[src/rtl/image_downsampler.sv]
// 2x2 box-average downsampler: reads an IMG_W x IMG_H greyscale image from the image RAM
// and writes the rounded (IMG_W/2) x (IMG_H/2) result, one pixel at a time, to the output RAM.
module image_downsampler #(
   parameter int IMG_W  = 256,
   parameter int IMG_H  = 256,
   parameter int RD_LAT = 2
) (
   input  logic        clk,
   input  logic        rst_n,
   input  logic        start,
   output logic [15:0] rd_addr,
   input  logic [7:0]  rd_data,
   output logic [15:0] wr_addr,
   output logic [7:0]  wr_data,
   output logic        wr_en,
   output logic        busy,
   output logic        done
);

   localparam logic [2:0] S_IDLE  = 3'd0;
   localparam logic [2:0] S_LOAD  = 3'd1;
   localparam logic [2:0] S_WAIT  = 3'd2;
   localparam logic [2:0] S_WRITE = 3'd3;
   localparam logic [2:0] S_DONE  = 3'd4;

   localparam logic [15:0] IN_W    = 16'(IMG_W);
   localparam logic [15:0] OUT_W   = 16'(IMG_W / 2);
   localparam logic [15:0] OX_LAST = 16'(IMG_W / 2 - 1);
   localparam logic [15:0] OY_LAST = 16'(IMG_H / 2 - 1);
   localparam logic [15:0] LAT_M1  = 16'(RD_LAT - 1);

   logic [2:0]  r_state;
   logic [15:0] r_ox;
   logic [15:0] r_oy;
   logic [1:0]  r_k;
   logic [9:0]  r_acc;
   logic [15:0] r_cnt;
   logic        r_start_d;

   logic        w_start_edge;
   logic [15:0] w_x;
   logic [15:0] w_y;
   logic [15:0] w_rd_addr;
   logic [15:0] w_wr_addr;
   logic [7:0]  w_round;
   logic        w_last;

   // Tap k selects the input pixel (2ox+k[0], 2oy+k[1]); sums stay within 16 bits for legal sizes.
   assign w_start_edge = start & ~r_start_d;
   assign w_x          = r_ox + r_ox + {15'd0, r_k[0]};
   assign w_y          = r_oy + r_oy + {15'd0, r_k[1]};
   assign w_rd_addr    = w_y * IN_W + w_x;
   assign w_wr_addr    = r_oy * OUT_W + r_ox;
   assign w_round      = 8'((r_acc + 10'd2) >> 2);
   assign w_last       = (r_ox == OX_LAST) && (r_oy == OY_LAST);

   // Sequencer: per output pixel, four LOAD/WAIT tap reads followed by one WRITE.
   always_ff @(posedge clk or negedge rst_n) begin
      if (!rst_n) begin
         r_state   <= S_IDLE;
         r_ox      <= 16'd0;
         r_oy      <= 16'd0;
         r_k       <= 2'd0;
         r_acc     <= 10'd0;
         r_cnt     <= 16'd0;
         r_start_d <= 1'b0;
         rd_addr   <= 16'd0;
         wr_addr   <= 16'd0;
         wr_data   <= 8'd0;
         wr_en     <= 1'b0;
         busy      <= 1'b0;
         done      <= 1'b0;
      end else begin
         r_start_d <= start;
         wr_en     <= 1'b0;
         case (r_state)
            S_IDLE: begin
               if (w_start_edge) begin
                  done    <= 1'b0;
                  busy    <= 1'b1;
                  r_ox    <= 16'd0;
                  r_oy    <= 16'd0;
                  r_k     <= 2'd0;
                  r_acc   <= 10'd0;
                  r_state <= S_LOAD;
               end else begin
                  r_state <= S_IDLE;
               end
            end
            S_LOAD: begin
               rd_addr <= w_rd_addr;
               r_cnt   <= LAT_M1;
               r_state <= S_WAIT;
            end
            S_WAIT: begin
               if (r_cnt == 16'd0) begin
                  r_acc <= r_acc + {2'b00, rd_data};
                  if (r_k != 2'd3) begin
                     r_k     <= r_k + 2'd1;
                     r_state <= S_LOAD;
                  end else begin
                     r_state <= S_WRITE;
                  end
               end else begin
                  r_cnt <= r_cnt - 16'd1;
               end
            end
            S_WRITE: begin
               wr_en   <= 1'b1;
               wr_addr <= w_wr_addr;
               wr_data <= w_round;
               r_acc   <= 10'd0;
               r_k     <= 2'd0;
               if (r_ox == OX_LAST) begin
                  r_ox <= 16'd0;
                  r_oy <= r_oy + 16'd1;
               end else begin
                  r_ox <= r_ox + 16'd1;
               end
               r_state <= w_last ? S_DONE : S_LOAD;
            end
            S_DONE: begin
               busy    <= 1'b0;
               done    <= 1'b1;
               r_state <= S_IDLE;
            end
            default: begin
               r_state <= S_IDLE;
            end
         endcase
      end
   end

endmodule

[config.mk]
export PLATFORM = sky130hd
export DESIGN_NAME = image_downsampler
export DESIGN_NICKNAME = d
export VERILOG_FILES = /design/src/rtl/image_downsampler.sv
export SDC_FILE = /design/constraint.sdc
export NUM_CORES = 1
export LEC_CHECK = 0
export CAP_MARGIN = 20
export CORE_ASPECT_RATIO = 1.2
export CORE_MARGIN = 4
export CORE_UTILIZATION = 64
export CTS_BUF_LIST = sky130_fd_sc_hd__clkbuf_8 sky130_fd_sc_hd__clkbuf_16
export DETAILED_ROUTE_END_ITERATION = 8
export DONT_BUFFER_PORTS = 1
export PLACE_DENSITY = 0.8
export SETUP_SLACK_MARGIN = 0.15
export SYNTH_ARGS = -nofsm -noshare
export SYNTH_HDL_FRONTEND = slang
export SYNTH_SLANG_ARGS = --single-unit
[constraint.sdc]
create_clock -name clk -period 4.35 [get_ports clk]
set_input_delay 0.435 -clock clk [delete_from_list [all_inputs] [get_ports clk]]
set_output_delay 0.435 -clock clk [all_outputs]
set_load 0.01 [all_outputs]
==> results.ini <==
[floorplanning]
core_um2 = 9080
ios = 54
dieArea_um2 = 10900
initial_core_util_pct = 65.7
die_w_um = 96.2
fp-row-count = 38
die_h_um = 114

[pwr]
switching_share_pct = 32.0
p_seq_share_pct = 54.6
clkPwrFrac_pct = 27.4
power_density_nw_per_um2 = 354
p_switching_w = 0.000709
combPwrFrac_pct = 17.9
total_leakage_power_nw = 2.73
vdd_drop_max_mv = 0.354
intPower_w = 0.00151

[cells_and_area]
area_growth_pct = 4.74
layout_commonest_cell = nand2_1
nNetsFinal = 676
drive_gt1_share_pct = 5.96
fill_cells = 692
final_cell_mix = nand2_1, dfrtp_1, o21ai_0, nor2_1, a21oi_1
n_antenna_cell = 0
final_core_util_pct = 68.8
multi_input_area_um2 = 3100
regArea_um2 = 2680

[clock_tree]
insertion_delay_ns = 0.39
cts_sinks = 107
cts.clk_slew.worst_paths_ns = 0.10
htreeDepth = 3
cts_tree = yes
clk_path_buf_depth = 2
cts_repair_resize_count = 0
numCtsBuffers = 9
cts-root-buf = clkbuf_8

[hold_path]
hp-class = in -> reg

[critical_path]
reg2reg_slack_ns = 1.57
timing.rr.end = r_oy[11]$_DFFE_PN0P_
r2r_cells = 7
crit_path_start = r_state[2]$_DFFE_PN0N_
start_kind = flip-flop
cp_data_arrival_time_ns = 3.09
timing.rr.start = r_state[2]$_DFFE_PN0N_
crit_path_end_kind = flip-flop
path_max_fanout = 41
cp-endpoint = r_oy[11]$_DFFE_PN0P_
crit_type = reg -> reg
crit_required_ns = 4.66

[timing]
finalCritPeriodShare_pct = 63.8
worst_pin_slew_ns = 0.891
slew_headroom_pct = 40.4
tns_ns = 0
min_period_ns = 2.78
fmax_mhz = 360
finClkSkew_ns = 0.0110
hold_viol_final = 0
rsz0062_at_grt = no
slew_violations = 0
setup_viol = 0

[logic_synthesis]
synthCells = 642
synth_seq_area_share_pct = 44.9
syn_area_per_cell_um2 = 9.30
synthFlopType = dfrtp_1
yosysTopAreaCell = dfrtp_1
ys_warn_count = 0
syn-cell-area_um2 = 5970
syn-num-nets = 685
ys_types = 64
async_flop_share_pct = 100
synth.top_cells.by_area = dfrtp_1, nand2_1, ha_1
synth_edf_count = 0
synth_top_area_share_pct = 44.9
ys_seq_elements = 107

[global_route]
grt-ovfl-total = 0
grt_pass1_wl_mm = 22.2
grtUsageTotal_pct = 25.8
antenna_found_initial = 0
grt_start_max_net_pins = 108
grt_pass1_vias = 4665

[job]
max_cap_viol_count = 0

[detailed_routing]
drt_wl_total_mm = 12.9
final_antenna_net_count = 0
first_pass_iters = 5
drcViolationCount = 0
viasPerCell = 6.21
drt_first_iter_violations = 233
wl_per_cell_um = 17.0
vias = 4710

[placement]
port_buffers = 0
place.gp.congestion = 0.852
dp_hpwl_mm = 9.30

[status]
status = complete, no violations

==> layout make-up <==
type / count / area share [%]
inverter: 18 / 1.08
timing repair buffer: 5 / 0.961
clock inverter: 6 / 0.921
clock buffer: 10 / 2.20
sequential: 107 / 42.8
tap: 120 / 2.40
multi-input combinational: 492 / 49.6
==> sequential cells by signal, summed over array words and instances (netlist names) <==
register / count
r_state: 3
busy: 1
r_k: 2
r_oy: 16
rd_addr: 16
r_acc: 10
done: 1
r_cnt: 16
wr_addr: 16
wr_en: 1
r_ox: 16
r_start_d: 1
wr_data: 8
==> per-layer routing <==
layer | part of all wire, % | track usage, % | wire (µm) | vias to the layer above
met3 | 4.5 | 5.67 | 585 | 24
met2 | 52 | 42.9 | 6670 | 117
met1 | 42 | 33.0 | 5400 | 2285
li1 | - | - | - | 2284
met5 | 0 | 0 | 0 | -
met4 | 2.0 | 9.20 | 253 | 0
==> worst min path at each step <==
| stage | start | endpoint | cells past startpoint |
|---|---|---|---|
| final | start | r_start_d$_DFF_PN0_ | 0 |
| after global routing | start | r_start_d$_DFF_PN0_ | 0 |
| after CTS | start | r_start_d$_DFF_PN0_ | 0 |
| after detailed placement | rst_n | wr_addr[9]$_DFFE_PN0P_ | 0 |
| after global placement | rst_n | wr_addr[4]$_DFFE_PN0P_ | 0 |
| after floorplan | rst_n | busy$_DFFE_PN0P_ | 0 |
==> cells in the mapped netlist (9+ instances only) <==
cell type,count
and3_1,12
nor3_1,17
ha_1,29
nand2_1,119
clkbuf_1,16
xnor2_1,17
a21oi_1,30
a31oi_1,11
nor4_1,9
dfrtp_1,107
nand3_1,21
xor2_1,21
nor2_1,36
o21ai_0,41
or4_1,10
inv_1,18
==> cell families (layout without fill, tap and decap cells) <==
group / Yosys count / after routing / synth area share, %
DFF: 107 / 107 / 44.9
xor gates and xnor gates: 38 / 38 / 5.58
and+or+nand+nor: 277 / 277 / 23.3
muxes: 7 / 7 / 1.24
AOI/OAI and AO/OA: 138 / 138 / 14.7
adders and majority gates: 32 / 32 / 7.09
buffers and inverters: 43 / 39 / 3.27
==> worst max-delay path: stages, from the launching register on <==
cell and delay (ns):
dfrtp_1 0.50, nand3b_1 0.21, buf_4 0.27, inv_1 0.38
nand2_2 0.20, or4_1 0.62, or3_1 0.35, a21oi_1 0.16
==> metrics by stage <==
| stage | hold WS [ns] | power (W) | worst slack [ns] | area [µm²] | cells |
|---|---|---|---|---|---|
| 2_1_floorplan | 0.139 | 0.00151 | 2.06 | 5970 | 642 |
| 3_3_place_gp | 0.143 | 0.00159 | 1.74 | 6020 | 740 |
| 3_5_place_dp | 0.142 | 0.00161 | 1.58 | 6020 | 740 |
| 4_1_cts | 0.0529 | 0.00223 | 1.57 | 6250 | 758 |
| 5_1_grt | 0.0448 | 0.00236 | 1.34 | 6250 | 758 |
| 6_report | 0.0660 | 0.00222 | 1.57 | 6250 | 758 |
==> power groups by stage <==
stage	Sequential, W	Clock, W	Combinational (W)
2_1_floorplan	0.00119	0	0.000316
3_3_place_gp	0.00123	0	0.000358
3_5_place_dp	0.00123	0	0.000376
4_1_cts	0.00121	0.000619	0.000401
5_1_grt	0.00123	0.000668	0.000461
6_report	0.00121	0.000607	0.000398
==> repair_timing <==
| action | in CTS | in global routing |
|---|---|---|
| hold endpoints to repair | 107 | 0 |
| buffers inserted | 0 | 0 |
| hold buffers | 2 | 0 |
No activity file was read; power rests on OpenSTA's default activity.
